===== src/rtl/decodificador_reg_if.sv =====
// ---------------------------------------------------------------------------
// decodificador_reg_if
// Bundles the control inputs and decoded outputs of the registered
// decoder so that the design and its environment share one port.
//   en        : block enable, 0 forces the decoder idle
//   modo      : 0 = direct decode, 1 = auto-scan
//   in_valid  : strobe qualifying chave in direct mode
//   chave     : select (direct) / start index (scan entry), N bits
//   saida     : registered one-hot decode, M = 2**N bits
//   out_valid : one-cycle pulse on each saida update
//   idx       : index currently driven on saida
// Modports: master drives the controls, slave is the decoder.
// ---------------------------------------------------------------------------
interface decodificador_reg_if #(
  parameter int N = 3
);
  localparam int M = 2 ** N;

  logic         en;
  logic         modo;
  logic         in_valid;
  logic [N-1:0] chave;
  logic [M-1:0] saida;
  logic         out_valid;
  logic [N-1:0] idx;

  modport master (
    output en, modo, in_valid, chave,
    input  saida, out_valid, idx
  );

  modport slave (
    input  en, modo, in_valid, chave,
    output saida, out_valid, idx
  );
endinterface


===== src/rtl/decodificador_reg.sv =====
// ---------------------------------------------------------------------------
// decodificador_reg
// Registered N-to-2**N one-hot decoder with an optional auto-scan mode.
// In direct mode each in_valid strobe latches chave and drives 1<<chave.
// In scan mode the active line starts at chave and advances by one every
// PERIODO cycles, wrapping from the MSB back to the LSB.
//
// Ports:
//   clk   : single clock, rising edge
//   rst_n : asynchronous active-low reset
//   bus   : decodificador_reg_if slave (en, modo, in_valid, chave,
//           saida, out_valid, idx)
// Parameters:
//   N       : select width, 1..6 (output width M = 2**N)
//   PERIODO : scan dwell in cycles per output line, 1..255
// Build option:
//   DECODIFICADOR_SCAN_EN : when defined, the SCAN state, its prescaler and
//   the PERIODO dwell are compiled in. When undefined, modo is ignored and
//   an enabled decoder always works in direct mode.
// ---------------------------------------------------------------------------
module decodificador_reg #(
  parameter int N       = 3,
  parameter int PERIODO = 4
) (
  input logic               clk,
  input logic               rst_n,
  decodificador_reg_if.slave bus
);

  localparam int M = 2 ** N;
  localparam logic [M-1:0] LsbOne = M'(1);

  // Catch illegal parameter choices at elaboration rather than in silicon.
  if (N < 1 || N > 6) begin : gBadN
    $error("decodificador_reg: N must be within 1..6");
  end
  if (PERIODO < 1 || PERIODO > 255) begin : gBadPeriodo
    $error("decodificador_reg: PERIODO must be within 1..255");
  end

  typedef enum logic [1:0] {
    IDLE   = 2'd0,
    DIRECT = 2'd1,
    SCAN   = 2'd2
  } state_e;

  state_e       state_q, state_d;
  logic [M-1:0] saida_q, saida_d;
  logic [N-1:0] idx_q, idx_d;
  logic         outValid_q, outValid_d;
  logic         wantScan;

`ifdef DECODIFICADOR_SCAN_EN
  localparam logic [7:0] LastTick = 8'(PERIODO - 1);
  logic [7:0] prescaler_q, prescaler_d;

  // Scan is requested whenever the block is enabled with modo high.
  assign wantScan = bus.modo;
`else
  // Without the scan feature modo has no meaning; the decoder stays direct.
  assign wantScan = 1'b0;
`endif

  // State and output registers. Reset clears everything immediately,
  // which also throws away any scan or update that was in progress.
  always_ff @(posedge clk or negedge rst_n) begin
    if (!rst_n) begin
      state_q    <= IDLE;
      saida_q    <= '0;
      idx_q      <= '0;
      outValid_q <= 1'b0;
    end else begin
      state_q    <= state_d;
      saida_q    <= saida_d;
      idx_q      <= idx_d;
      outValid_q <= outValid_d;
    end
  end

`ifdef DECODIFICADOR_SCAN_EN
  // Dwell counter for scan mode; it only matters while in SCAN and is
  // restarted on every scan entry.
  always_ff @(posedge clk or negedge rst_n) begin
    if (!rst_n) begin
      prescaler_q <= '0;
    end else begin
      prescaler_q <= prescaler_d;
    end
  end
`endif

  // Next-state and next-output logic. Everything holds by default and
  // out_valid only pulses when a new one-hot value is loaded. Dropping en
  // wins over every other input and returns the decoder to an all-zero idle.
  // Entering SCAN from any enabled state loads chave straight away; leaving
  // SCAN for DIRECT keeps the last scanned line on the outputs.
  always_comb begin
    state_d    = state_q;
    saida_d    = saida_q;
    idx_d      = idx_q;
    outValid_d = 1'b0;
`ifdef DECODIFICADOR_SCAN_EN
    prescaler_d = prescaler_q;
`endif

    if (!bus.en) begin
      state_d = IDLE;
      saida_d = '0;
      idx_d   = '0;
`ifdef DECODIFICADOR_SCAN_EN
      prescaler_d = '0;
`endif
    end else if (wantScan && state_q != SCAN) begin
      state_d    = SCAN;
      idx_d      = bus.chave;
      saida_d    = LsbOne << bus.chave;
      outValid_d = 1'b1;
`ifdef DECODIFICADOR_SCAN_EN
      prescaler_d = '0;
`endif
    end else begin
      unique case (state_q)
        IDLE: begin
          // Entering direct mode shows nothing until the first strobe.
          state_d = DIRECT;
        end
        DIRECT: begin
          if (bus.in_valid) begin
            idx_d      = bus.chave;
            saida_d    = LsbOne << bus.chave;
            outValid_d = 1'b1;
          end
        end
        SCAN: begin
`ifdef DECODIFICADOR_SCAN_EN
          if (!wantScan) begin
            state_d = DIRECT;
          end else if (prescaler_q == LastTick) begin
            // idx is exactly N bits, so incrementing past M-1 wraps to 0.
            idx_d       = idx_q + N'(1);
            saida_d     = LsbOne << (idx_q + N'(1));
            outValid_d  = 1'b1;
            prescaler_d = '0;
          end else begin
            prescaler_d = prescaler_q + 8'd1;
          end
`else
          state_d = DIRECT;
`endif
        end
        default: begin
          state_d = IDLE;
          saida_d = '0;
          idx_d   = '0;
        end
      endcase
    end
  end

  assign bus.saida     = saida_q;
  assign bus.idx       = idx_q;
  assign bus.out_valid = outValid_q;

endmodule

===== src/flat_wrapper.sv =====
// flat-port wrapper written by rule: the top's interface ports become plain ports
module decodificador_reg_flat 
#(
  parameter int N       = 3,
  parameter int PERIODO = 4
)
  (clk, rst_n, bus_en, bus_modo, bus_in_valid, bus_chave, bus_saida, bus_out_valid, bus_idx);
  decodificador_reg_if #(.N(N)) bus_i ();
  input logic clk;
  input logic rst_n;
  input wire logic [$bits(bus_i.en)-1:0] bus_en;
  input wire logic [$bits(bus_i.modo)-1:0] bus_modo;
  input wire logic [$bits(bus_i.in_valid)-1:0] bus_in_valid;
  input wire logic [$bits(bus_i.chave)-1:0] bus_chave;
  output wire logic [$bits(bus_i.saida)-1:0] bus_saida;
  output wire logic [$bits(bus_i.out_valid)-1:0] bus_out_valid;
  output wire logic [$bits(bus_i.idx)-1:0] bus_idx;
  assign bus_i.en = bus_en;
  assign bus_i.modo = bus_modo;
  assign bus_i.in_valid = bus_in_valid;
  assign bus_i.chave = bus_chave;
  assign bus_saida = bus_i.saida;
  assign bus_out_valid = bus_i.out_valid;
  assign bus_idx = bus_i.idx;
  decodificador_reg #(.N(N), .PERIODO(PERIODO)) u_core (.clk(clk), .rst_n(rst_n), .bus(bus_i));
endmodule

===== config.mk =====
export PLATFORM = sky130hd
export DESIGN_NAME = decodificador_reg_flat
export DESIGN_NICKNAME = d
export VERILOG_FILES = /design/src/rtl/decodificador_reg_if.sv /design/src/rtl/decodificador_reg.sv /design/src/flat_wrapper.sv
export SDC_FILE = /design/constraint.sdc
export NUM_CORES = 1
export LEC_CHECK = 0
export CAP_MARGIN = 20
export CELL_PAD_IN_SITES_DETAIL_PLACEMENT = 0
export CELL_PAD_IN_SITES_GLOBAL_PLACEMENT = 1
export CORE_MARGIN = 2
export CORE_UTILIZATION = 31
export DETAILED_ROUTE_END_ITERATION = 8
export PLACE_DENSITY = 0.8
export SLEW_MARGIN = 20
export SYNTH_ARGS = -nofsm -noshare
export SYNTH_HDL_FRONTEND = slang
export SYNTH_SLANG_ARGS = --single-unit

===== constraint.sdc =====
create_clock -name clk -period 1.54 [get_ports clk]
set_clock_uncertainty 0.15 [all_clocks]
set_input_delay 0.308 -clock clk [delete_from_list [all_inputs] [get_ports clk]]
set_output_delay 0.308 -clock clk [all_outputs]
set_load 0.02 [all_outputs]

==> impl_metrics.env <==
export IMPL_outcome="complete, no violations"
export IMPL_final_layout_size_suffix_gt1_frac=0.215
export IMPL_insertion_delay_ns=0.26
export IMPL_grt_pass1_vias=410
export IMPL_ctsHtreeMaxLevel=1
export IMPL_synthAdderAreaFrac=0
export IMPL_wl_mm=1.05
export IMPL_die_w_um=44.1
export IMPL_row_count=14
export IMPL_ys_seq_elements=13
export IMPL_worstSetupPathType="register to output pin"
export IMPL_path_depth=1
export IMPL_place_gp_congestion=0.670
export IMPL_timing_hold_ws_ns=0.190
export IMPL_yosysTopAreaCellShare=0.652
export IMPL_cp_end_kind="output pin"
export IMPL_irDropWorstVdd_mv=0.306
export IMPL_cp_cell_sequence="dlygate4sd2_1"
export IMPL_cp_start_kind="register"
export IMPL_grt_pass1_wl_mm=1.70
export IMPL_hp_class="input port to asynchronous set/reset pin"
export IMPL_fillers=145
export IMPL_cts_buffers_inserted=3
export IMPL_ff2ff_setup_slack_ns=0.39
export IMPL_synth_largest_area_cell="dfrtp_1"
export IMPL_cp_top_family="flip-flops"
export IMPL_dp_slack_ns=-0.117
export IMPL_synth_nets=44
export IMPL_finalCritPeriodShare=0.931
export IMPL_place_area_sq_um=756
export IMPL_cts_root_buf="clkbuf_4"
export IMPL_area_growth_pct=53.6
export IMPL_ys_top_cells_by_area="dfrtp_1, o2bb2ai_1, a22o_1"
export IMPL_slew_headroom=0.842
export IMPL_dieArea_sq_um=1950
export IMPL_drcViolationCount=0
export IMPL_power_density_nw_per_um2=840
export IMPL_drt_pass1_iter_count=3
export IMPL_fin_ws_ns=0.106
export IMPL_synth_cell_type_count=15
export IMPL_cts_sinks=13
export IMPL_crit_path_end="bus_idx[0]"
export IMPL_p_leak_nw=0.390
export IMPL_design_area_sq_um=767
export IMPL_cp_arrival_ns=0.98
export IMPL_maxSlewViolCount=0
export IMPL_synth_xor_area_frac=0
export IMPL_track_usage=0.126
export IMPL_critPathBufInv=1
export IMPL_cts_hold_buffers=0
export IMPL_synth_sequential_area_ratio=0.652
export IMPL_antenna_cells=0
export IMPL_rsz0062_at_grt="no"
export IMPL_cp_data_required_time_ns=1.08
export IMPL_fin_crit_ns=1.43
export IMPL_rr_endpoint="u_core.bus.saida[3]"
export IMPL_cp_startpoint="u_core.bus.idx[0]"
export IMPL_hold_viol=0
export IMPL_synthSimpleGateAreaFrac=0.0752
export IMPL_cts_max_path_buffers=2
export IMPL_max_freq_mhz=697
export IMPL_grt_max_degree=14
export IMPL_port_buffer_count=18
export IMPL_num_io_pins=20
export IMPL_viasPerCell=4.93
export IMPL_antenna_found_initial=0
export IMPL_ff2ff_path_depth=3
export IMPL_finalSetupViolations=0
export IMPL_tightestPinTransition_ns=0.236
export IMPL_cts_tree="built"
export IMPL_synthesis_area_sq_um=499
export IMPL_hpwl_um=823
export IMPL_cts_clk_slew_worst_paths_ns=0.08
export IMPL_cap_violations=0
export IMPL_coreArea_sq_um=1510
export IMPL_grt_remaining_overflow=0
export IMPL_chipHeight_um=44.1
export IMPL_postCtsSetupBuffers=0
export IMPL_cp_max_fo=2
export IMPL_synth_top_family_by_area="compound AO/OA/AOI/OAI gates"
export IMPL_start_util=0.331
export IMPL_final_nets=74
export IMPL_detail_route_antenna_nets=0
export IMPL_synth_compound_area_frac=0.243
export IMPL_multi_input_area_sq_um=159
export IMPL_max_stage_delay_ns=0.39
export IMPL_vias=399
export IMPL_wire_per_inst_um=13.0
export IMPL_yosys_warnings=0
export IMPL_regArea_sq_um=325
export IMPL_drt_iter0_drc=1
export IMPL_syn_area_per_cell_sq_um=13.9
export IMPL_finalPower_mw=0.644
export IMPL_syn_instance_count=36
export IMPL_slowest_stage="dfrtp_1"
export IMPL_synth_mux_area_frac=0
export IMPL_r2r_start="u_core.state_q[0]"
how the worst min path moves through the flow:
stage | from | endpoint | slack (ns) | cells after the start
after floorplan | rst_n | u_core.bus.idx[0] | -0.14 | 0
after global placement | u_core.bus.saida[1] | u_core.bus.saida[1] | 0.33 | 1
after detailed placement | u_core.bus.saida[2] | u_core.bus.saida[2] | 0.33 | 1
after CTS | rst_n | u_core.bus.out_valid | 0.19 | 2
after global routing | rst_n | u_core.bus.out_valid | 0.23 | 2
final | rst_n | u_core.bus.out_valid | 0.19 | 2
through the flow:
step | TNS (ns) | utilization | cells
3_3_place_gp | -0.486 | 0.502 | 77
5_1_grt | 0 | 0.509 | 81
2_1_floorplan | 0 | - | 36
3_5_place_dp | -0.727 | 0.502 | 77
4_1_cts | 0 | 0.509 | 81
6_report | 0 | 0.509 | 81
layout make-up:
type                            count  share of cell area
Clock buffer                        4              0.0343
Tap cell                           16              0.0261
Multi-Input combinational cell     19               0.207
Sequential cell                    13               0.424
Timing Repair Buffer               26               0.294
Inverter                            3              0.0147
synthesized netlist by cell type:
cell type   n
and3_1      1
a21boi_2    1
nand4_1     1
o32ai_2     1
nand4b_1    1
a21bo_2     1
nand2b_1    2
dfrtp_1    13
a22o_1      2
o32ai_1     1
clkbuf_1    1
o2bb2ai_1   6
inv_1       3
nand2_1     1
o21ai_0     1
layer usage:
metal | track usage | part of all wire | vias up
met4 | 0.0909 | 0.018 | 0
met3 | 0.0327 | 0.053 | 2
met2 | 0.197 | 0.47 | 11
met5 | 0 | 0 | -
li1 | - | - | 194
met1 | 0.148 | 0.45 | 192
cell families (layout without fill, tap and decap cells):
| kind of cell | Yosys count | count (layout) |
|---|---|---|
| simple gates | 6 | 6 |
| compound gates | 13 | 13 |
| buf+inv | 4 | 33 |
| flops | 13 | 13 |
state kept, by name (all words and copies together) (netlist names):
register	flops
u_core.bus.out_valid	1
u_core.state_q	1
u_core.bus.saida	8
u_core.bus.idx	3
power breakdown:
group          leakage (nW)  internal [mW]  switching, mW
clock                0.0150          0.100          0.102
combinational         0.198         0.0425         0.0428
sequential            0.177          0.351        0.00588
worst reg2reg max path: stages, from the launching register on:
cell,delay [ns]
dfrtp_1,0.43
nand4b_1,0.18
buf_4,0.18
o2bb2ai_1,0.14
placed cells by master (no fill, tap or decap), types with 2 or more instances in the layout:
cell,netlist,final
a22o_1,2,2
buf_4,0,8
clkbuf_4,0,3
clkdlybuf4s50_1,0,6
dfrtp_1,13,13
dlygate4sd2_1,0,12
inv_1,3,3
nand2b_1,2,2
o2bb2ai_1,6,6
timing repair:
action,CTS,global route
hold endpoints to repair,0,0
setup endpoints to repair,12,0
gates resized for setup,12,0
No activity file was read; power rests on OpenSTA's default activity.
